[src/rtl/mux_n_rr_reg_if.sv]
`default_nettype none
// ============================================================================
// Module      : mux_n_rr_reg_if
// Description : Bundle of the select, per-channel input handshake and single
//               output handshake signals of the N:1 registered multiplexer.
//               Optional macro MUX_LAST_LOCK_EN adds in_last / out_last.
// Modports    : slave  - multiplexer side (consumes inputs, drives outputs)
//               master - producer/consumer side (bench or surrounding logic)
// Signals     : mode, sel, in_valid, in_ready, in_data,
//               out_valid, out_ready, out_data, out_ch [, in_last, out_last]
// Revision    : 1.0 - initial release
// ============================================================================
interface mux_n_rr_reg_if #(
  parameter int N     = 4,
  parameter int WIDTH = 8
);
  localparam int SELW = $clog2(N);

  logic                 mode;
  logic [SELW-1:0]      sel;
  logic [N-1:0]         in_valid;
  logic [N-1:0]         in_ready;
  logic [N*WIDTH-1:0]   in_data;
  logic                 out_valid;
  logic                 out_ready;
  logic [WIDTH-1:0]     out_data;
  logic [SELW-1:0]      out_ch;
`ifdef MUX_LAST_LOCK_EN
  logic [N-1:0]         in_last;
  logic                 out_last;
`endif

  modport slave (
    input  mode, sel, in_valid, in_data, out_ready,
`ifdef MUX_LAST_LOCK_EN
    input  in_last,
    output out_last,
`endif
    output in_ready, out_valid, out_data, out_ch
  );

  modport master (
    output mode, sel, in_valid, in_data, out_ready,
`ifdef MUX_LAST_LOCK_EN
    output in_last,
    input  out_last,
`endif
    input  in_ready, out_valid, out_data, out_ch
  );

endinterface
`default_nettype wire

[src/rtl/mux_n_rr_reg.sv]
`default_nettype none
// ============================================================================
// Module      : mux_n_rr_reg
// Description : Parametrised N:1 registered multiplexer with valid/ready
//               handshake per channel. Grant comes from sel (mode=0) or a
//               round-robin search starting at rr_ptr (mode=1). Output is a
//               single register stage, 1 beat/cycle under full throughput.
// Macro       : MUX_LAST_LOCK_EN - adds in_last/out_last; a beat without
//               in_last locks the grant onto its channel until the last beat.
// Ports       : clk    - clock, rising edge
//               rst_n  - asynchronous active-low reset
//               bus    - mux_n_rr_reg_if.slave (select, inputs, output)
// Revision    : 1.0 - initial release
// ============================================================================
module mux_n_rr_reg #(
  parameter int N     = 4,
  parameter int WIDTH = 8
) (
  input  logic              clk,
  input  logic              rst_n,
  mux_n_rr_reg_if.slave     bus
);

  localparam int              SELW    = $clog2(N);
  localparam logic [SELW-1:0] LAST_CH = SELW'(N - 1);

  // Output register stage and arbitration state
  logic             out_valid_q, out_valid_d;
  logic [WIDTH-1:0] out_data_q,  out_data_d;
  logic [SELW-1:0]  out_ch_q,    out_ch_d;
  logic [SELW-1:0]  rr_ptr_q,    rr_ptr_d;
`ifdef MUX_LAST_LOCK_EN
  logic             lock_q,      lock_d;
  logic [SELW-1:0]  lock_ch_q,   lock_ch_d;
  logic             out_last_q,  out_last_d;
`endif

  // Combinational grant path
  logic             load_en;
  logic             grant_vld;
  logic [SELW-1:0]  grant_ch;
  logic [SELW-1:0]  cand;
  logic             ready_ok;
  logic [N-1:0]     ready_vec;
  logic             xfer;
  logic [WIDTH-1:0] grant_data;

  // Output slot is free, or its current beat leaves this cycle.
  assign load_en = !out_valid_q || bus.out_ready;

  always_comb begin
    grant_vld = 1'b0;
    grant_ch  = '0;
    cand      = '0;
`ifdef MUX_LAST_LOCK_EN
    if (lock_q) begin
      // A multi-beat packet is in flight: stay on its channel.
      grant_vld = 1'b1;
      grant_ch  = lock_ch_q;
    end else
`endif
    if (!bus.mode) begin
      if (int'(bus.sel) < N) begin
        grant_vld = 1'b1;
        grant_ch  = bus.sel;
      end
    end else begin
      // Walk from the farthest candidate back towards rr_ptr so the last
      // hit written is the first valid channel at or after rr_ptr.
      for (int k = N - 1; k >= 0; k--) begin
        cand = SELW'((int'(rr_ptr_q) + k) % N);
        if (bus.in_valid[cand]) begin
          grant_vld = 1'b1;
          grant_ch  = cand;
        end
      end
    end
  end

  // In manual/locked-manual mode ready is offered regardless of valid; in
  // round-robin mode only a valid channel can be granted anyway. Ready is
  // forced low while reset is asserted.
  assign ready_ok   = rst_n && load_en && grant_vld &&
                      (!bus.mode || bus.in_valid[grant_ch]);
  assign xfer       = ready_ok && bus.in_valid[grant_ch];
  assign grant_data = bus.in_data[int'(grant_ch) * WIDTH +: WIDTH];

  always_comb begin
    ready_vec = '0;
    if (ready_ok) begin
      ready_vec[grant_ch] = 1'b1;
    end
  end

  always_comb begin
    out_valid_d = out_valid_q;
    out_data_d  = out_data_q;
    out_ch_d    = out_ch_q;
    rr_ptr_d    = rr_ptr_q;
`ifdef MUX_LAST_LOCK_EN
    lock_d      = lock_q;
    lock_ch_d   = lock_ch_q;
    out_last_d  = out_last_q;
`endif
    if (xfer) begin
      out_valid_d = 1'b1;
      out_data_d  = grant_data;
      out_ch_d    = grant_ch;
      rr_ptr_d    = (grant_ch == LAST_CH) ? '0 : grant_ch + SELW'(1);
`ifdef MUX_LAST_LOCK_EN
      lock_d      = !bus.in_last[grant_ch];
      lock_ch_d   = grant_ch;
      out_last_d  = bus.in_last[grant_ch];
`endif
    end else if (load_en) begin
      // Slot drained with nothing to replace it; data/ch keep last value.
      out_valid_d = 1'b0;
    end
  end

  always_ff @(posedge clk or negedge rst_n) begin
    if (!rst_n) begin
      out_valid_q <= 1'b0;
      out_data_q  <= '0;
      out_ch_q    <= '0;
      rr_ptr_q    <= '0;
`ifdef MUX_LAST_LOCK_EN
      lock_q      <= 1'b0;
      lock_ch_q   <= '0;
      out_last_q  <= 1'b0;
`endif
    end else begin
      out_valid_q <= out_valid_d;
      out_data_q  <= out_data_d;
      out_ch_q    <= out_ch_d;
      rr_ptr_q    <= rr_ptr_d;
`ifdef MUX_LAST_LOCK_EN
      lock_q      <= lock_d;
      lock_ch_q   <= lock_ch_d;
      out_last_q  <= out_last_d;
`endif
    end
  end

  assign bus.in_ready  = ready_vec;
  assign bus.out_valid = out_valid_q;
  assign bus.out_data  = out_data_q;
  assign bus.out_ch    = out_ch_q;
`ifdef MUX_LAST_LOCK_EN
  assign bus.out_last  = out_last_q;
`endif

endmodule
`default_nettype wire

[src/flat_wrapper.sv]
// flat-port wrapper written by rule: the top's interface ports become plain ports
module mux_n_rr_reg_flat 
#(
  parameter int N     = 4,
  parameter int WIDTH = 8
)
  (clk, rst_n, bus_mode, bus_sel, bus_in_valid, bus_in_data, bus_out_ready, bus_in_ready, bus_out_valid, bus_out_data, bus_out_ch);
  mux_n_rr_reg_if #(.N(N), .WIDTH(WIDTH)) bus_i ();
  input  logic clk;
  input  logic rst_n;
  input wire logic [$bits(bus_i.mode)-1:0] bus_mode;
  input wire logic [$bits(bus_i.sel)-1:0] bus_sel;
  input wire logic [$bits(bus_i.in_valid)-1:0] bus_in_valid;
  input wire logic [$bits(bus_i.in_data)-1:0] bus_in_data;
  input wire logic [$bits(bus_i.out_ready)-1:0] bus_out_ready;
  output wire logic [$bits(bus_i.in_ready)-1:0] bus_in_ready;
  output wire logic [$bits(bus_i.out_valid)-1:0] bus_out_valid;
  output wire logic [$bits(bus_i.out_data)-1:0] bus_out_data;
  output wire logic [$bits(bus_i.out_ch)-1:0] bus_out_ch;
  assign bus_i.mode = bus_mode;
  assign bus_i.sel = bus_sel;
  assign bus_i.in_valid = bus_in_valid;
  assign bus_i.in_data = bus_in_data;
  assign bus_i.out_ready = bus_out_ready;
  assign bus_in_ready = bus_i.in_ready;
  assign bus_out_valid = bus_i.out_valid;
  assign bus_out_data = bus_i.out_data;
  assign bus_out_ch = bus_i.out_ch;
  mux_n_rr_reg #(.N(N), .WIDTH(WIDTH)) u_core (.clk(clk), .rst_n(rst_n), .bus(bus_i));
endmodule
[config.mk]
export PLATFORM = sky130hd
export DESIGN_NAME = mux_n_rr_reg_flat
export DESIGN_NICKNAME = d
export VERILOG_FILES = /design/src/rtl/mux_n_rr_reg_if.sv /design/src/rtl/mux_n_rr_reg.sv /design/src/flat_wrapper.sv
export SDC_FILE = /design/constraint.sdc
export NUM_CORES = 1
export LEC_CHECK = 0
export CORE_MARGIN = 8
export CORE_UTILIZATION = 40
export DETAILED_ROUTE_END_ITERATION = 7
export GPL_ROUTABILITY_DRIVEN = 0
export HOLD_SLACK_MARGIN = 0.12
export PLACE_DENSITY = 0.84
export RECOVER_POWER = 100
export SKIP_CTS_REPAIR_TIMING = 1
export SLEW_MARGIN = 0
export SYNTH_ARGS = -nofsm -noshare
export SYNTH_HDL_FRONTEND = slang
export SYNTH_SLANG_ARGS = --single-unit
[constraint.sdc]
create_clock -name clk -period 3 [get_ports clk]
set_input_delay 0.3 -clock clk [delete_from_list [all_inputs] [get_ports clk]]
set_output_delay 0.3 -clock clk [all_outputs]
set_load 0.02 [all_outputs]
-- Word level (Yosys, flattened, before mapping)
Index checks and enable logic that the tools add are counted.
- flip-flop bits (word level): 13
- input bits: 42
- output and inout port bits: 15
- magnitude comparators: 6
- reduce and logical (&&, ||, !) cells: 10
- add/sub/neg operators: 4
- muxes and demuxes: 26
- shifts and indexed selects: 1
- eq/ne operators: 1
- operator list (kind ; number):
    variable part select 32 x 6 -> 8 bit ; 1
    less-than comparator 2 x 3 -> 1 bit (second input constant) ; 5
    two-way mux 1 bit ; 13
    two-way mux 2 bit ; 6
    binary-select mux 1 bit (select 2 bit) ; 5
    logical AND 1 bit ; 5
    adder 2 x 1 -> 2 bit (second input constant) ; 2
    adder 2 bit (second input constant) ; 2
    two-way mux 4 bit ; 1
    demux 1 bit (select 2 bit) ; 1
    equality test 2 bit (second input constant) ; 1
    greater-or-equal comparator 2 x 1 -> 1 bit (second input constant) ; 1
    logical NOT 1 bit ; 2
    logical OR 1 bit ; 2
    nonzero test 2 bit ; 1

-- Logic depth before layout (Yosys ltp)
- word-level depth: 14
- depth in mapped cells: 10
- depth with buffers taken out: 8

-- Worst setup path after synthesis
Ideal clock, no wire load.
- path type: register to output
- start: register u_core.rr_ptr_q[1]
- end: output bus_in_ready[0]
- arrival: 2.104 ns
- path slack: 0.596 ns
- cell stages (with the launch flop): 10
- data required time: 2.700 ns
- cell sequence: dfrtp_1 and3b_1 a211oi_1 o221ai_2 o21a_4 inv_2 buf_6 buf_6 ha_1 nor3b_1
- word-level cells in the longest chain between the ends: 13
- elaborated cells between the ends (all ways): 32
- RTL lines (item ; line ; RTL):
    start: declaration ; mux_n_rr_reg.sv:31 ; logic [SELW-1:0] rr_ptr_q, rr_ptr_d;
    start signal: assignment ; mux_n_rr_reg.sv:136 ; rr_ptr_q <= rr_ptr_d;
    adder 2 bit ; mux_n_rr_reg.sv:71 ; cand = SELW'((int'(rr_ptr_q) + k) % N);
    binary-select mux 1 bit (select 2 bit) ; mux_n_rr_reg.sv:72 ; if (bus.in_valid[cand]) begin
    two-way mux 1 bit (not written as such) ; mux_n_rr_reg.sv:72 ;
    two-way mux 2 bit (3 in series) ; mux_n_rr_reg.sv:72 ;
    two-way mux 2 bit (*) ; mux_n_rr_reg.sv:72 ;
    two-way mux 2 bit (*) ; mux_n_rr_reg.sv:62 ; if (!bus.mode) begin
    via u_core.grant_ch[0] ; mux_n_rr_reg.sv:41 ; logic [SELW-1:0] grant_ch;
    less-than comparator 2 x 3 -> 1 bit (not written as such) (tied with other cells) ; mux_n_rr_reg.sv:91 ; ready_vec[grant_ch] = 1'b1;
    logical AND 1 bit (not written as such) / two-way mux 1 bit (equally long branches) ; mux_n_rr_reg.sv:91, mux_n_rr_reg.sv:84 ;
    two-way mux 1 bit (not written as such) / logical OR 1 bit (equally long branches) ; mux_n_rr_reg.sv:91, mux_n_rr_reg.sv:84 ;
    demux 1 bit (select 2 bit) / logical AND 1 bit (equally long branches) ; - ;
    two-way mux 4 bit (*) ; mux_n_rr_reg.sv:90 ; if (ready_ok) begin
    end: declaration ; flat_wrapper.sv:16 ; output wire logic [$bits(bus_i.in_ready)-1:0] bus_in_ready;
The timed path passes the listed nets; every way through them passes the cells marked *. The select of a mux whose other input is x is not followed.

-- Final worst setup path
- start: input bus_in_valid[2]
- end: output bus_in_ready[3]
- word-level cells in the longest chain between the ends: 12
- elaborated cells between the ends (all ways): 29
- RTL lines (item ; line ; RTL):
    start: declaration ; flat_wrapper.sv:13 ; input wire logic [$bits(bus_i.in_valid)-1:0] bus_in_valid;
    binary-select mux 1 bit (select 2 bit) ; mux_n_rr_reg.sv:72 ;
    two-way mux 1 bit (not written as such) ; mux_n_rr_reg.sv:72 ;
    two-way mux 2 bit (3 in series) ; mux_n_rr_reg.sv:72 ;
    two-way mux 2 bit (*) ; mux_n_rr_reg.sv:72 ;
    two-way mux 2 bit (*) ; mux_n_rr_reg.sv:62 ;
    via u_core.grant_ch[0] ; mux_n_rr_reg.sv:41 ;
    less-than comparator 2 x 3 -> 1 bit (not written as such) (tied with other cells) ; mux_n_rr_reg.sv:91 ;
    logical AND 1 bit (not written as such) / two-way mux 1 bit (equally long branches) ; mux_n_rr_reg.sv:91, mux_n_rr_reg.sv:84 ;
    two-way mux 1 bit (not written as such) / logical OR 1 bit (equally long branches) ; mux_n_rr_reg.sv:91, mux_n_rr_reg.sv:84 ;
    demux 1 bit (select 2 bit) / logical AND 1 bit (equally long branches) ; - ;
    two-way mux 4 bit (*) ; mux_n_rr_reg.sv:90 ;
Marks and branches as above.

==> flow_metrics.py <==
metrics = {
    "setup_path": {
        "crit_arrival_ns": 2.53,
        "regToRegSetupSlack_ns": 0.35,
        "cp_max_fo": 7,
        "setup.worst_path.end_class": "output pin",
        "r2r.worst_path.cells": 10,
        "startpoint_type": "primary input",
        "crit_type": "primary input to output pin",
        "cp.required_ns": 2.70,
    },
    "clocking": {
        "numCtsBuffers": 3,
        "clock-sinks": 13,
        "clk_latency_ns": 0.28,
        "cts-root-buf": "clkbuf_4",
        "clk_pin_slew_ns": 0.08,
        "clockBufferDepth": 2,
        "htree_levels": 1,
        "cts_tree": "built",
    },
    "timing": {
        "max_freq_mhz": 353.6,
        "tightest_slew_ns": 0.8270,
        "fin_crit_ns": 2.828,
        "timing.clock.skew_ns": 0.0009244,
        "setup_ws_ns": 0.1720,
        "slew_violations": 0,
        "relSlewSlack": 0.4487,
        "setup_viol": 0,
        "finalCritPeriodShare": 0.9427,
        "hold_ws_ns": 0.5009,
        "final_hold_viol_count": 0,
    },
    "pwr": {
        "combPwrFrac": 0.632,
        "peakVddDrop_mv": 0.5227,
        "power_density_mw_per_mm2": 625.0,
        "switching_share": 0.3920,
        "power.net_switching_mw": 0.4546,
        "power_frac_clock": 0.095,
        "p_int_mw": 0.7051,
        "power_leakage_nw": 0.8914,
        "pwr-share-seq": 0.273,
    },
    "logic_synthesis": {
        "synth_top_family_by_area": "multiplexers",
        "synth_top_area_frac": 0.2796,
        "synth-edff-count": 0,
        "synth-main-ff-cell": "dfrtp_1",
        "synth-simple-area-share": 0.1355,
        "synth.most_common_cell": "mux2i_1",
        "async_flop_share": 1.000,
        "synth_area_mm2": 0.001164,
        "synthAdderAreaFrac": 0.04301,
        "synth-compound-area-share": 0.1129,
        "synth_fp_nets": 147,
        "yosysUniqueCellTypes": 34,
        "avgSynthCellArea_um2": 11.52,
        "synth_xor_area_frac": 0,
        "synthMuxAreaShare": 0.3634,
        "synthCells": 101,
        "synth_warnings": 0,
        "ys_top_cells_by_area": "dfrtp_1, mux2i_1, mux2_4",
        "seq_area_frac_synth": 0.2796,
        "synth_commonest_cells": "mux2i_1, dfrtp_1, mux2_4",
        "ys_ff_latch": 13,
        "yosysTopAreaCell": "dfrtp_1",
    },
    "global_route": {
        "grt_max_degree": 16,
        "grt-ovfl-total": 0,
        "grt_first_pass_wirelength_um": 5968,
        "antenna_found_initial": 0,
        "grt_pass1_vias": 1180,
        "grt.total_usage": 0.1465,
    },
    "final_layout": {
        "antennaDiodeCount": 0,
        "fillers": 225,
        "final_cells": 208,
        "area_growth_pct": 59.46,
        "finalNetCount": 224,
        "drive_gt1_frac": 0.2147,
        "regArea_um2": 325.3,
        "multi_input_area_um2": 734.5,
    },
    "die": {
        "io_pins": 57,
        "die-width_um": 69.94,
        "dieHeight_um": 69.94,
        "rows": 19,
        "die_area_mm2": 0.004891,
        "initial_core_util": 0.4220,
        "core_mm2": 0.002758,
    },
    "routing": {
        "viasPerCell": 5.221,
        "drt_iter0_drc": 26,
        "firstDrtPassIters": 4,
        "ant_nets": 0,
        "num_vias": 1086,
        "drc": 0,
        "routed_wirelength_um": 3565,
        "wl_per_cell_um": 17.14,
    },
    "place": {
        "place_hpwl_um": 2914,
        "dp_cells": 204,
        "pre_cts_slack_ns": -0.2543,
        "portBuffers": 56,
    },
    "job": {
        "max_cap_viol_count": 0,
    },
    "worst_hold_path": {
        "hold_depth": 1,
        "hold_path_class": "flip-flop to flip-flop",
    },
    "status": {
        "status": "finished, final reports clean",
    },
}
[area by class of cell]
cell class,count,share of cell area
Inverter,6,0.01214
Multi-Input combinational cell,78,0.3958
Clock buffer,4,0.01416
Tap cell,31,0.02090
Timing Repair Buffer,76,0.3817
Sequential cell,13,0.1753
[through the flow]
stage	setup TNS, ns	area (µm²)	util	total power [mW]
global route	-0.0001661	1856	0.6729	1.239
floorplan	0	1164	-	0.8046
global placement	-0.5367	1872	0.6788	1.111
CTS	-0.9628	1898	0.6883	1.251
detailed placement	-0.9276	1872	0.6788	1.131
finish	0	1856	0.6729	1.160
[cell families after synthesis]
kind of cell / after synthesis
AOI/OAI and AO/OA: 14
adders and majority gates: 4
buffers and inverters: 10
DFF: 13
muxes: 37
and+or+nand+nor: 23
[worst paths after layout]
kind,startpoint,end
worst max-delay path,bus_in_valid[2],bus_in_ready[3]
worst min-delay path,u_core.bus.out_data[3],u_core.bus.out_data[3]
worst max register to register,u_core.rr_ptr_q[1],u_core.bus.out_data[4]
worst min register to register,u_core.bus.out_data[3],u_core.bus.out_data[3]
max in group asynchronous,rst_n,u_core.bus.out_data[0]
min in group asynchronous,rst_n,u_core.bus.out_data[5]
[state kept, by name, summed over array words and instances, names as in the netlist]
register	flops
u_core.bus.out_ch	2
u_core.bus.out_data	8
u_core.bus.out_valid	1
u_core.rr_ptr_q	2
[power by group through the flow]
stage | combinational (mW) | clock [mW] | sequential (mW)
6_report | 0.733 | 0.110 | 0.316
5_1_grt | 0.787 | 0.121 | 0.331
4_1_cts | 0.814 | 0.116 | 0.321
3_5_place_dp | 0.808 | 0 | 0.323
3_3_place_gp | 0.792 | 0 | 0.319
2_1_floorplan | 0.403 | 0 | 0.402
[critical path, stage by stage]
cell and delay, ns:
clkdlybuf4s50_1 0.57, and3b_1 0.21, a211oi_2 0.19, o221ai_2 0.13, o21a_4 0.15, inv_2 0.09
and3_4 0.20, nor4_2 0.04, clkbuf_2 0.13, nor3b_1 0.24, dlymetal6s2s_1 0.27
[layout by cell type, fill, tap and decap left out, types with 2 or more instances in the layout]
cell / netlist / final
nand2_1: 5 / 5
nand2b_1: 4 / 4
nor3b_1: 5 / 5
dlymetal6s2s_1: 0 / 2
mux2_4: 10 / 5
clkbuf_1: 0 / 4
o21ai_0: 2 / 2
dlygate4sd3_1: 0 / 12
buf_4: 0 / 14
inv_2: 2 / 2
inv_1: 4 / 4
dfrtp_1: 13 / 13
clkdlybuf4s50_1: 0 / 40
clkbuf_4: 0 / 3
mux2_1: 1 / 6
clkbuf_2: 0 / 3
ha_1: 4 / 4
a21oi_1: 2 / 2
mux2i_1: 25 / 25
[metal layers]
layer,vias to the layer above,routed length [µm],track usage
met3,4,194,0.04379
li1,524,-,-
met5,-,0,0
met2,29,1929,0.2670
met1,529,1400,0.1579
met4,0,40,0.04241
Note: power is estimated with default switching activity, not from simulation.
